`src/rtl/rgb_pkg.sv`:
```
// Shared types and constants for the RGB PWM driver: colour struct, step count,
// channel indices and the run-state encoding.
package rgb_pkg;

  typedef struct packed {
    logic [7:0] r;
    logic [7:0] g;
    logic [7:0] b;
  } rgb_t;

  typedef enum logic {
    ST_IDLE = 1'b0,
    ST_RUN  = 1'b1
  } state_t;

  localparam int PWM_STEPS = 255;
  localparam int NUM_CH    = 3;
  localparam int CH_R      = 0;
  localparam int CH_G      = 1;
  localparam int CH_B      = 2;

  // Select one colour byte by channel index.
  function automatic logic [7:0] chan_byte(input rgb_t c, input int idx);
    logic [7:0] res;
    res = c.b;
    if (idx == CH_R) res = c.r;
    else if (idx == CH_G) res = c.g;
    return res;
  endfunction

endpackage

```
`src/rtl/rgb_pwm_driver_pwm_channel.sv`:
```
// One PWM channel: optional gamma map (RGB_PWM_GAMMA_EN) feeding a registered
// step comparator. Duty 0 is always low, duty 255 always high.
module pwm_channel (
  input  logic       clk,
  input  logic       rst_n,
  input  logic [7:0] colour,
  input  logic [7:0] step_cnt,
  input  logic       run,
  output logic       pwm
);

  logic [7:0] duty;
  logic       pwm_reg;
  logic       pwm_next;

`ifdef RGB_PWM_GAMMA_EN
  // Square law with round-up; 255*255+255 still fits in 16 bits.
  logic [15:0] sq;
  assign sq   = ({8'd0, colour} * {8'd0, colour}) + 16'd255;
  assign duty = sq[15:8];
`else
  assign duty = colour;
`endif

  assign pwm_next = run && (step_cnt < duty);

  always_ff @(posedge clk or negedge rst_n) begin
    if (!rst_n) begin
      pwm_reg <= 1'b0;
    end else begin
      pwm_reg <= pwm_next;
    end
  end

  assign pwm = pwm_reg;

endmodule

```
`src/rtl/rgb_pwm_driver.sv`:
```
// Three-channel RGB PWM driver with a one-deep colour pending slot that is
// promoted to the active colour only at period boundaries. Gamma: RGB_PWM_GAMMA_EN.
module rgb_pwm_driver
  import rgb_pkg::*;
#(
  parameter int PRESCALE = 4,
  parameter int STEPS    = PWM_STEPS
) (
  input  logic        clk,
  input  logic        rst_n,
  input  logic [23:0] colour_in,
  input  logic        colour_valid,
  output logic        colour_ready,
  input  logic        sys_on,
  output logic        pwm_r,
  output logic        pwm_g,
  output logic        pwm_b,
  output logic        period_done
);

  localparam logic [15:0] PRE_MAX  = 16'(PRESCALE - 1);
  localparam logic [7:0]  STEP_MAX = 8'(STEPS - 1);

  state_t      state_reg, state_next;
  logic [15:0] pre_cnt_reg, pre_cnt_next;
  logic [7:0]  step_cnt_reg, step_cnt_next;
  rgb_t        pending_reg, pending_next;
  logic        full_reg, full_next;
  rgb_t        active_reg, active_next;
  logic        period_done_reg, period_done_next;

  logic running;
  logic tick;
  logic wrap;
  logic start;
  logic accept;
  logic load;

  // Counting stops in the same cycle sys_on falls, so outputs drop on the next edge.
  assign running = (state_reg == ST_RUN) && sys_on;
  assign tick    = running && (pre_cnt_reg == PRE_MAX);
  assign wrap    = tick && (step_cnt_reg == STEP_MAX);
  assign start   = (state_reg == ST_IDLE) && sys_on;
  assign accept  = colour_valid && !full_reg;
  assign load    = (wrap || start) && full_reg;

  always_comb begin
    state_next = state_reg;
    case (state_reg)
      ST_IDLE: if (sys_on) state_next = ST_RUN;
      ST_RUN:  if (!sys_on) state_next = ST_IDLE;
      default: state_next = ST_IDLE;
    endcase
  end

  always_comb begin
    pre_cnt_next     = 16'd0;
    step_cnt_next    = 8'd0;
    period_done_next = wrap;
    if (running) begin
      pre_cnt_next  = tick ? 16'd0 : pre_cnt_reg + 16'd1;
      step_cnt_next = step_cnt_reg;
      if (tick) step_cnt_next = wrap ? 8'd0 : step_cnt_reg + 8'd1;
    end
  end

  // accept needs an empty slot and load needs a full one, so they never collide.
  always_comb begin
    pending_next = pending_reg;
    full_next    = full_reg;
    active_next  = active_reg;
    if (accept) begin
      pending_next = rgb_t'(colour_in);
      full_next    = 1'b1;
    end else if (load) begin
      active_next = pending_reg;
      full_next   = 1'b0;
    end
  end

  always_ff @(posedge clk or negedge rst_n) begin
    if (!rst_n) begin
      state_reg       <= ST_IDLE;
      pre_cnt_reg     <= 16'd0;
      step_cnt_reg    <= 8'd0;
      pending_reg     <= '0;
      full_reg        <= 1'b0;
      active_reg      <= '0;
      period_done_reg <= 1'b0;
    end else begin
      state_reg       <= state_next;
      pre_cnt_reg     <= pre_cnt_next;
      step_cnt_reg    <= step_cnt_next;
      pending_reg     <= pending_next;
      full_reg        <= full_next;
      active_reg      <= active_next;
      period_done_reg <= period_done_next;
    end
  end

  logic [NUM_CH-1:0] pwm_vec;

  generate
    for (genvar gi = 0; gi < NUM_CH; gi++) begin : g_ch
      pwm_channel u_ch (
        .clk      (clk),
        .rst_n    (rst_n),
        .colour   (chan_byte(active_reg, gi)),
        .step_cnt (step_cnt_reg),
        .run      (running),
        .pwm      (pwm_vec[gi])
      );
    end
  endgenerate

  assign pwm_r        = pwm_vec[CH_R];
  assign pwm_g        = pwm_vec[CH_G];
  assign pwm_b        = pwm_vec[CH_B];
  assign period_done  = period_done_reg;
  assign colour_ready = !full_reg;

endmodule
```
`config.mk`:
```
export PLATFORM = sky130hd
export DESIGN_NAME = rgb_pwm_driver
export DESIGN_NICKNAME = d
export VERILOG_FILES = /design/src/rtl/rgb_pkg.sv /design/src/rtl/rgb_pwm_driver_pwm_channel.sv /design/src/rtl/rgb_pwm_driver.sv
export SDC_FILE = /design/constraint.sdc
export NUM_CORES = 1
export LEC_CHECK = 0
export ABC_AREA = 1
export ABC_CLOCK_PERIOD_IN_PS = 3190
export BUFFER_PORTS_ARGS = -buffer_cell sky130_fd_sc_hd__buf_2
export CORE_UTILIZATION = 30
export CTS_BUF_LIST = sky130_fd_sc_hd__clkbuf_16
export DETAILED_ROUTE_END_ITERATION = 10
export RECOVER_POWER = 50
export SLEW_MARGIN = 40
export SYNTH_ARGS = -nofsm -noshare
export SYNTH_HDL_FRONTEND = slang
export SYNTH_SLANG_ARGS = --single-unit
```
`constraint.sdc`:
```
create_clock -name clk -period 3.19 [get_ports clk]
set_clock_uncertainty 0.15 [all_clocks]
set_input_delay 0.4785 -clock clk [delete_from_list [all_inputs] [get_ports clk]]
set_output_delay 0.4785 -clock clk [all_outputs]
set_load 0.01 [all_outputs]
```
==> results of run 1 <==
[cells by family (layout without fill, tap and decap cells)]
family / after synthesis / after routing / synth area share [%]
flops: 78 / 78 / 50.06
fa+ha+maj: 24 / 24 / 7.702
simple gates: 191 / 191 / 22.08
compound gates: 33 / 33 / 4.461
mux: 24 / 24 / 6.932
xor+xnor: 12 / 12 / 2.696
buf+inv: 54 / 94 / 6.065
[worst max-delay path by stage]
stage | startpoint | endpoint | depth (start not counted)
3_5_place_dp | sys_on | active_reg[20] | 9
6_report | step_cnt_reg[0] | active_reg[0] | 9
5_1_grt | rst_n | active_reg[7] | 1
3_3_place_gp | sys_on | active_reg[1] | 9
2_1_floorplan | step_cnt_reg[0] | active_reg[10] | 10
4_1_cts | step_cnt_reg[0] | active_reg[0] | 9
[cells in the final DEF (no fill, tap or decap), types with 4 or more instances in the layout]
cell type	count
a21oi_1	15
buf_2	30
clkbuf_16	9
dfrtp_1	78
ha_1	24
inv_1	42
mux2_2	24
nand2_1	83
nand2_2	6
nand3_1	40
nor2_1	40
nor3_1	10
nor3b_1	4
o21ai_0	9
o21ai_1	4
xor2_1	9
[critical path, cell delays in order (launching register included)]
cell and delay (ns):
dfrtp_1 0.40, inv_1 0.16, ha_1 0.18, nand3_2 0.09, nor2_4 0.15, nand4_2 0.14, nand2_4 0.27, nand2_4 0.22
nand2_1 0.12, nand2_1 0.06
[area by class of cell]
| class | instances | area (um^2) | share of cell area [%] |
|---|---|---|---|
| Timing Repair Buffer | 34 | 173.9 | 3.834 |
| Inverter | 44 | 165.2 | 3.641 |
| Tap cell | 172 | 215.2 | 4.745 |
| Sequential cell | 78 | 1952 | 43.03 |
| Clock inverter | 7 | 96.34 | 2.124 |
| Multi-Input combinational cell | 284 | 1708 | 37.66 |
| Clock buffer | 9 | 225.2 | 4.966 |
[where the power goes]
part | switching [uW] | internal [uW] | leakage (uW)
Sequential | 143 | 1260 | 0.000990
Combinational | 336 | 283 | 0.00102
Clock | 414 | 687 | 0.000154
Total | 894 | 2230 | 0.00217
[per-layer routing]
metal	up-vias	share of wire (%)	track usage (%)
li1	1436	-	-
met1	1330	46	15.28
met2	48	49	22.30
met3	8	3.7	4.079
met4	0	1.1	3.333
met5	-	0	0
[through the flow]
stage	total power, uW	instance area [um^2]	hold slack, ns
4_1_cts	3171	4546	0.04798
3_3_place_gp	2012	4220	0.2956
3_5_place_dp	2050	4224	0.3083
2_1_floorplan	1865	3899	0.03291
6_report	3121	4536	0.1435
5_1_grt	3347	4536	0.1313
==> results.py, run 1 <==
metrics = {
    "outcome": {
        "status": "finished with violations",
        "violations": "capacitance limit, slew limit",
    },
    "critical_path": {
        "startpoint_type": "register",
        "criticalPathCategory": "reg -> reg",
        "cp_max_fo": 26,
        "r2r_end": "active_reg[0]",
        "r2r_start": "step_cnt_reg[0]",
        "crit_required_ns": 3.26,
        "critPathCaptureType": "register",
        "r2r.worst_path.cells": 9,
        "crit_arrival_ns": 2.14,
        "regToRegSetupSlack_ns": 1.12,
    },
    "grt": {
        "grtUsageTotal_pct": 12.83,
        "grt-ovfl-total": 0,
        "antenna_found_initial": 0,
        "grt_pass1_wl_mm": 13.25,
        "grt_max_degree": 79,
        "grt_pass1_vias": 2950,
    },
    "clock_network": {
        "clock_latency_ns": 0.34,
        "clock_sinks": 78,
        "path_clk_slew_ns": 0.06,
        "cts_tree": "done",
        "htree_levels": 3,
        "root_buffer": "clkbuf_16",
        "cts_resized": 0,
        "post-cts-setup-buffers": 0,
        "cts.path.max_buffers": 2,
        "numCtsBuffers": 9,
        "postCtsHoldBufs": 0,
    },
    "route": {
        "firstDrtPassIters": 5,
        "finalWirelength_mm": 7.421,
        "avgRoutedWirePerCell_um": 11.82,
        "drc": 0,
        "avgViaCountPerCell": 4.494,
        "final_antenna_net_count": 0,
        "drtIter0Drc": 146,
        "vias": 2822,
    },
    "pwr": {
        "power.density_nw_per_um2": 688.2,
        "p_leak_uw": 0.002168,
        "ir_drop_mv": 0.3156,
    },
    "yosys": {
        "synth_area_um2": 3899,
        "synth.most_common_cell": "nand2_1",
        "synthesis.nets": 468,
        "synth_top_area_share_pct": 50.06,
        "synth_edf_count": 0,
        "synth_cell_types": 30,
        "synthCells": 416,
        "synthArstFlopShare_pct": 100.0,
        "synthTopCellsByArea": "dfrtp_1 (50%), nand2_1 (8.0%), ha_1 (7.7%)",
        "yosysSeqAreaShare_pct": 50.06,
        "yosys-top-cells-count": "nand2_1 (83), dfrtp_1 (78), inv_1 (41)",
        "ys_seq_elements": 78,
        "yosysWarnings": 0,
        "syn_avg_cell_area_um2": 9.372,
        "ys.flop_type": "dfrtp_1",
        "synth_area_leader_cell": "dfrtp_1",
    },
    "timing": {
        "fin_crit_ns": 2.069,
        "fmax_mhz": 483.3,
        "finalSetupViolCount": 0,
        "relSlewSlack_pct": -27.32,
        "finalCritPeriodShare_pct": 64.86,
        "final_max_slew_viol_count": 79,
        "tightest_slew_ns": 1.910,
        "rsz0062_at_grt": "no",
        "setup_ws_ns": 1.121,
        "fin_setup_tns_ns": 0,
        "hold_viol": 0,
    },
    "placement": {
        "gp_congestion": 0.8337,
        "place_ws_ns": 1.098,
        "place_inst": 612,
        "dpl.hpwl_mm": 5.284,
        "portBuffers": 32,
    },
    "floorplan": {
        "rows": 41,
        "die_x_um": 116,
        "die_y_um": 116,
        "coreArea_um2": 12670,
        "initial_utilization_pct": 30.77,
        "design.die.area_um2": 13460,
        "boundaryPins": 33,
    },
    "layout": {
        "nNetsFinal": 503,
        "syn_to_final_growth_pct": 16.34,
        "drive_gt1_share_pct": 19.30,
        "utilization_pct": 35.80,
        "stdcell_count": 628,
        "n_antenna_cell": 0,
        "nFillCells": 1322,
    },
    "worst_hold_path": {
        "hp-class": "in -> reg",
        "min_to": "state_reg",
        "hold_depth": 1,
        "holdCritStartpoint": "sys_on",
    },
    "run": {
        "maxCapViolCount": 1,
    },
}
No activity file was read; power rests on OpenSTA's default activity.
==> run 2: changes to the inputs <==
--- a/config.mk
+++ b/config.mk
@@ -6,7 +6,7 @@
 export NUM_CORES = 1
 export LEC_CHECK = 0
 export ABC_AREA = 1
-export ABC_CLOCK_PERIOD_IN_PS = 3190
+export ABC_CLOCK_PERIOD_IN_PS = 2050
 export BUFFER_PORTS_ARGS = -buffer_cell sky130_fd_sc_hd__buf_2
 export CORE_UTILIZATION = 30
 export CTS_BUF_LIST = sky130_fd_sc_hd__clkbuf_16
==> constraint.sdc (replaced) <==
create_clock -name clk -period 2.05 [get_ports clk]
set_clock_uncertainty 0.15 [all_clocks]
set_input_delay 0.3075 -clock clk [delete_from_list [all_inputs] [get_ports clk]]
set_output_delay 0.3075 -clock clk [all_outputs]
set_load 0.01 [all_outputs]
==> run 2 against run 1 <==
  * The run now ends clean
  * Critical path depth is 1 lower
  * Critical path type is now in -> reg
  * Cell area up 0.30%
  * Sequential power rose by 55%
  * Clock-buffer cell count unchanged
  * Worst hold slack got worse by 0.093 ns
  * Final cell count increased by 0.80%
  * Via count is 1.7% higher
==> results.py, run 2 (same netlist as run 1, synthesis figures left out) <==
metrics = {
    "layout": {
        "n_antenna_cell": 0,
        "final_cell_mix": "nand2_1 (83), dfrtp_1 (78), inv_1 (41)",
        "stdcell_count": 633,
        "regArea_um2": 1952,
        "drive_gt1_share_pct": 19.74,
        "nFillCells": 1315,
        "multiInputGateArea_um2": 1710,
        "mostFrequentLayoutCell": "nand2_1",
        "final_cell_area_um2": 4549,
        "nNetsFinal": 509,
        "syn_to_final_growth_pct": 16.69,
    },
    "timing": {
        "rsz0062_at_grt": "no",
        "finalSetupViolCount": 0,
        "finalCritPeriodShare_pct": 89.67,
        "hold_viol": 0,
        "tightest_slew_ns": 0.9064,
        "final_max_slew_viol_count": 0,
        "relSlewSlack_pct": 39.58,
        "fin_crit_ns": 1.838,
        "fin_setup_tns_ns": 0,
        "fmax_mhz": 544.0,
    },
    "route": {
        "final_antenna_net_count": 0,
        "avgRoutedWirePerCell_um": 11.89,
        "drtIter0Drc": 134,
        "finalWirelength_mm": 7.528,
        "vias": 2871,
        "firstDrtPassIters": 4,
        "drc": 0,
        "avgViaCountPerCell": 4.536,
    },
    "floorplan": {
        "design.die.area_um2": 13460,
        "die_y_um": 116,
        "boundaryPins": 33,
        "rows": 41,
        "coreArea_um2": 12670,
        "initial_utilization_pct": 30.77,
        "die_x_um": 116,
    },
    "critical_path": {
        "r2r.worst_path.cells": 7,
        "cp_max_fo": 25,
        "critPathCaptureType": "register",
        "startpoint_type": "input pin",
        "crit_arrival_ns": 1.88,
        "crit_required_ns": 2.09,
        "criticalPathCategory": "in -> reg",
    },
    "clock_network": {
        "cts.path.max_buffers": 2,
        "clock_latency_ns": 0.34,
        "cts_tree": "done",
        "clock_sinks": 78,
        "numCtsBuffers": 9,
        "htree_levels": 3,
        "path_clk_slew_ns": 0.06,
        "post-cts-setup-buffers": 0,
        "root_buffer": "clkbuf_16",
    },
    "placement": {
        "dpl.hpwl_mm": 5.449,
        "place_area_um2": 4263,
        "place_inst": 616,
        "gp_congestion": 0.8141,
        "portBuffers": 32,
    },
    "worst_hold_path": {
        "hold_depth": 2,
        "hp-class": "in -> reg",
    },
    "grt": {
        "grt-ovfl-total": 0,
        "grt_pass1_wl_mm": 13.46,
        "grtUsageTotal_pct": 13.01,
        "grt_pass1_vias": 2942,
        "grt_max_degree": 41,
        "antenna_found_initial": 0,
    },
    "pwr": {
        "ir_drop_mv": 0.6055,
        "power.density_nw_per_um2": 1011,
        "p_leak_uw": 0.002160,
        "total_power_uw": 4599,
    },
    "outcome": {
        "status": "complete, no violations",
    },
    "run": {
        "maxCapViolCount": 0,
    },
}
==> run 2: cell count changes in the layout (fill, tap and decap cells not counted), sizes merged <==
cell         change
clkinvlp         +2
buf              +3
dlygate4sd3      +2
inv              -1
clkbuf           +1
bufinv           -2
==> run 2: layout make-up <==
class	count	share of cell area, %
Clock buffer	9	4.950
Clock inverter	6	1.045
Inverter	44	3.630
Multi-Input combinational cell	284	37.60
Sequential cell	78	42.90
Tap cell	172	4.730
Timing Repair Buffer	40	5.143
==> run 2: repair_timing <==
item,in CTS,in global routing
endpoints found under the hold margin,54,0
hold buffers,2,0
resized for setup,0,0
==> run 2: per-layer routing <==
layer  GRT usage [%]  wire length (um)  up-vias
li1                -                 -     1442
met1           15.58              3348     1362
met2           22.14              3744       54
met3           3.609               303       13
met4           5.043               132        0
met5               0                 0        -
==> run 2: path summary, 6_finish.rpt <==
| kind | slack, ns | endpoint | from |
|---|---|---|---|
| max in group asynchronous | 0.41 | step_cnt_reg[5] | rst_n |
| min in group asynchronous | 0.47 | pre_cnt_reg[4] | rst_n |
| hold / removal | 0.05 | pending_reg[7] | colour_in[7] |
| setup / recovery | 0.21 | full_reg | sys_on |
| hold reg to reg | 0.31 | pre_cnt_reg[0] | pre_cnt_reg[0] |
| setup reg to reg | 0.21 | full_reg | step_cnt_reg[1] |
==> run 2: worst max-delay path, stage by stage <==
cell           delay, ns
dlygate4sd3_1       0.53
clkbuf_1            0.17
nand2_1             0.10
inv_2               0.13
nand4_2             0.15
nand2_4             0.10
buf_4               0.26
o21ai_0             0.11
==> run 2: where the power goes <==
group | switching [uW] | internal (uW) | total, uW
Clock | 646 | 820 | 1470
Combinational | 513 | 446 | 959
Sequential | 219 | 1960 | 2170
Total | 1380 | 3220 | 4600
==> run 2: metrics by stage <==
stage	worst slack, ns	hold slack, ns	utilization, %
floorplan	0.3633	-0.1381	-
global placement	0.2484	0.03181	33.64
detailed placement	0.2065	0.03797	33.64
CTS	0.2013	0.03608	35.95
global route	0.06324	0.04224	35.90
finish	0.2117	0.04998	35.90
==> run 3: changes to the inputs <==
--- a/config.mk
+++ b/config.mk
@@ -12,6 +12,8 @@
 export CTS_BUF_LIST = sky130_fd_sc_hd__clkbuf_16
 export DETAILED_ROUTE_END_ITERATION = 10
 export RECOVER_POWER = 50
+export REMOVE_ABC_BUFFERS = 1
+export SETUP_SLACK_MARGIN = 0.15
 export SLEW_MARGIN = 40
 export SYNTH_ARGS = -nofsm -noshare
 export SYNTH_HDL_FRONTEND = slang
==> run 3 against run 2 <==
  * Via count down 0.59%
  * Fmax is 2.6% higher
  * Largest cell class unchanged
  * Core utilization grew 0.96 points
  * Clock power is 8% higher
  * Worst hold slack got worse by 0.0031 ns
  * Critical path depth grew 1
  * Die area unchanged
  * Cell area grew 2.7%
  * Non-clock buffer count up 3
  * Clock-buffer cell count unchanged
  * Global-route usage shrank 0.49 points
==> results.py, run 3 (same netlist as run 1, synthesis figures left out) <==
metrics = {
    "layout": {
        "drive_gt1_share_pct": 20.99,
        "n_antenna_cell": 0,
        "syn_to_final_growth_pct": 19.80,
        "nNetsFinal": 514,
        "final_cell_area_um2": 4671,
        "utilization_pct": 36.86,
        "final_cell_mix": "nand2_1 (83), dfrtp_1 (77), inv_1 (42)",
        "mostFrequentLayoutCell": "nand2_1",
    },
    "floorplan": {
        "die_y_um": 116,
        "initial_utilization_pct": 30.77,
        "design.die.area_um2": 13460,
        "coreArea_um2": 12670,
        "boundaryPins": 33,
        "die_x_um": 116,
        "rows": 41,
    },
    "timing": {
        "relSlewSlack_pct": 39.73,
        "hold_viol": 0,
        "fmax_mhz": 558.4,
        "tightest_slew_ns": 0.9041,
        "finalSetupViolCount": 0,
        "rsz0062_at_grt": "yes",
        "final_max_slew_viol_count": 0,
        "finalCritPeriodShare_pct": 87.36,
        "fin_crit_ns": 1.791,
        "fin_setup_tns_ns": 0,
        "hold-worst-slack_ns": 0.04684,
    },
    "pwr": {
        "p_sw_share_pct": 29.38,
        "p_leak_uw": 0.002223,
        "power.share.sequential_pct": 45.6,
        "ir_drop_mv": 0.5073,
        "power.density_nw_per_um2": 1019,
        "p_sw_uw": 1398,
        "clockPowerShare_pct": 33.3,
        "total_power_uw": 4759,
        "comb_power_share_pct": 21.1,
        "internal_power_uw": 3361,
    },
    "route": {
        "finalWirelength_mm": 7.795,
        "drtIter0Drc": 182,
        "vias": 2854,
        "avgViaCountPerCell": 4.466,
        "avgRoutedWirePerCell_um": 12.20,
        "final_antenna_net_count": 0,
        "drc": 0,
        "firstDrtPassIters": 4,
    },
    "grt": {
        "busiest_layer": "met2",
        "antenna_found_initial": 0,
        "use_met1_pct": 16.38,
        "grt-ovfl-total": 0,
        "gr-usage-met3_pct": 3.818,
        "grt_pass1_vias": 2839,
        "grt_pass1_wl_mm": 13.03,
        "grt_max_degree": 36,
        "use_met2_pct": 19.84,
        "grtUsageTotal_pct": 12.52,
    },
    "clock_network": {
        "clock_sinks": 78,
        "htree_levels": 3,
        "clock_latency_ns": 0.34,
        "numCtsBuffers": 9,
        "cts.path.max_buffers": 2,
        "path_clk_slew_ns": 0.06,
        "root_buffer": "clkbuf_16",
        "cts_tree": "done",
    },
    "critical_path": {
        "critPathCaptureType": "register",
        "crit_arrival_ns": 1.87,
        "crit_required_ns": 2.13,
        "startpoint_type": "input pin",
        "cp_max_fo": 12,
        "criticalPathCategory": "in -> reg",
    },
    "placement": {
        "portBuffers": 32,
        "gp_congestion": 0.8317,
        "place_area_um2": 4263,
        "dpl.hpwl_mm": 5.360,
    },
    "outcome": {
        "status": "complete, no violations",
    },
    "worst_hold_path": {
        "hp-class": "in -> reg",
    },
    "run": {
        "maxCapViolCount": 0,
    },
}
==> run 3: final timing paths <==
kind                                       from             end  slack [ns]  cells past startpoint
max in group asynchronous                 rst_n  pre_cnt_reg[5]        0.42                      3
worst min register to register   active_reg[20]  active_reg[20]        0.32                      2
min in group asynchronous                 rst_n  pre_cnt_reg[1]        0.49                      2
worst min-delay path               colour_in[1]  pending_reg[1]        0.05                      2
worst max-delay path                     sys_on  active_reg[22]        0.26                      9
worst max register to register  step_cnt_reg[0]  active_reg[22]        0.27                      9
==> run 3: through the flow <==
step                      worst slack, ns  std cells
final                              0.2591        639
after detailed placement           0.1978        616
after global routing               0.1407        639
after CTS                          0.1951        634
after global placement             0.2772        616
after floorplan                   0.08508        406
==> run 3: repair_timing <==
item | in CTS | in global routing
setup endpoints to repair | 0 | 25
resized for setup | 0 | 7
endpoints found under the hold margin | 32 | 0
hold buffers | 2 | 0
buffers inserted | 0 | 2
==> run 3: power groups by stage <==
stage	sequential, uW	clock, uW	combinational (uW)
2_1_floorplan	2160	0	706
3_3_place_gp	2190	0	943
3_5_place_dp	2200	0	978
4_1_cts	2180	1620	991
5_1_grt	2230	1690	1190
6_report	2170	1590	1000
==> run 3: routing by layer <==
metal / vias to the layer above / share of wire [%]
met4: 0 / 0.89
li1: 1459 / -
met2: 43 / 46
met3: 9 / 3.5
met1: 1343 / 49
met5: - / 0
==> run 3: worst max-delay path, cell delays in order <==
cell and delay (ns):
dlygate4sd3_1 0.54, clkbuf_1 0.15, nand2_1 0.09, inv_2 0.14, nand4_4 0.17, nand2_8 0.17
nand2_4 0.14, nand2_1 0.10, nand2_1 0.05
==> run 3: cell type report <==
cell class              count  area [um^2]
multi-input cells         286         1754
well taps                 172        215.2
inverters                  44        165.2
clock buffers               9        225.2
clock inverters             7        72.57
fillers                  1297         8000
flip-flops and latches     78         1953
repair buffers             43        285.3
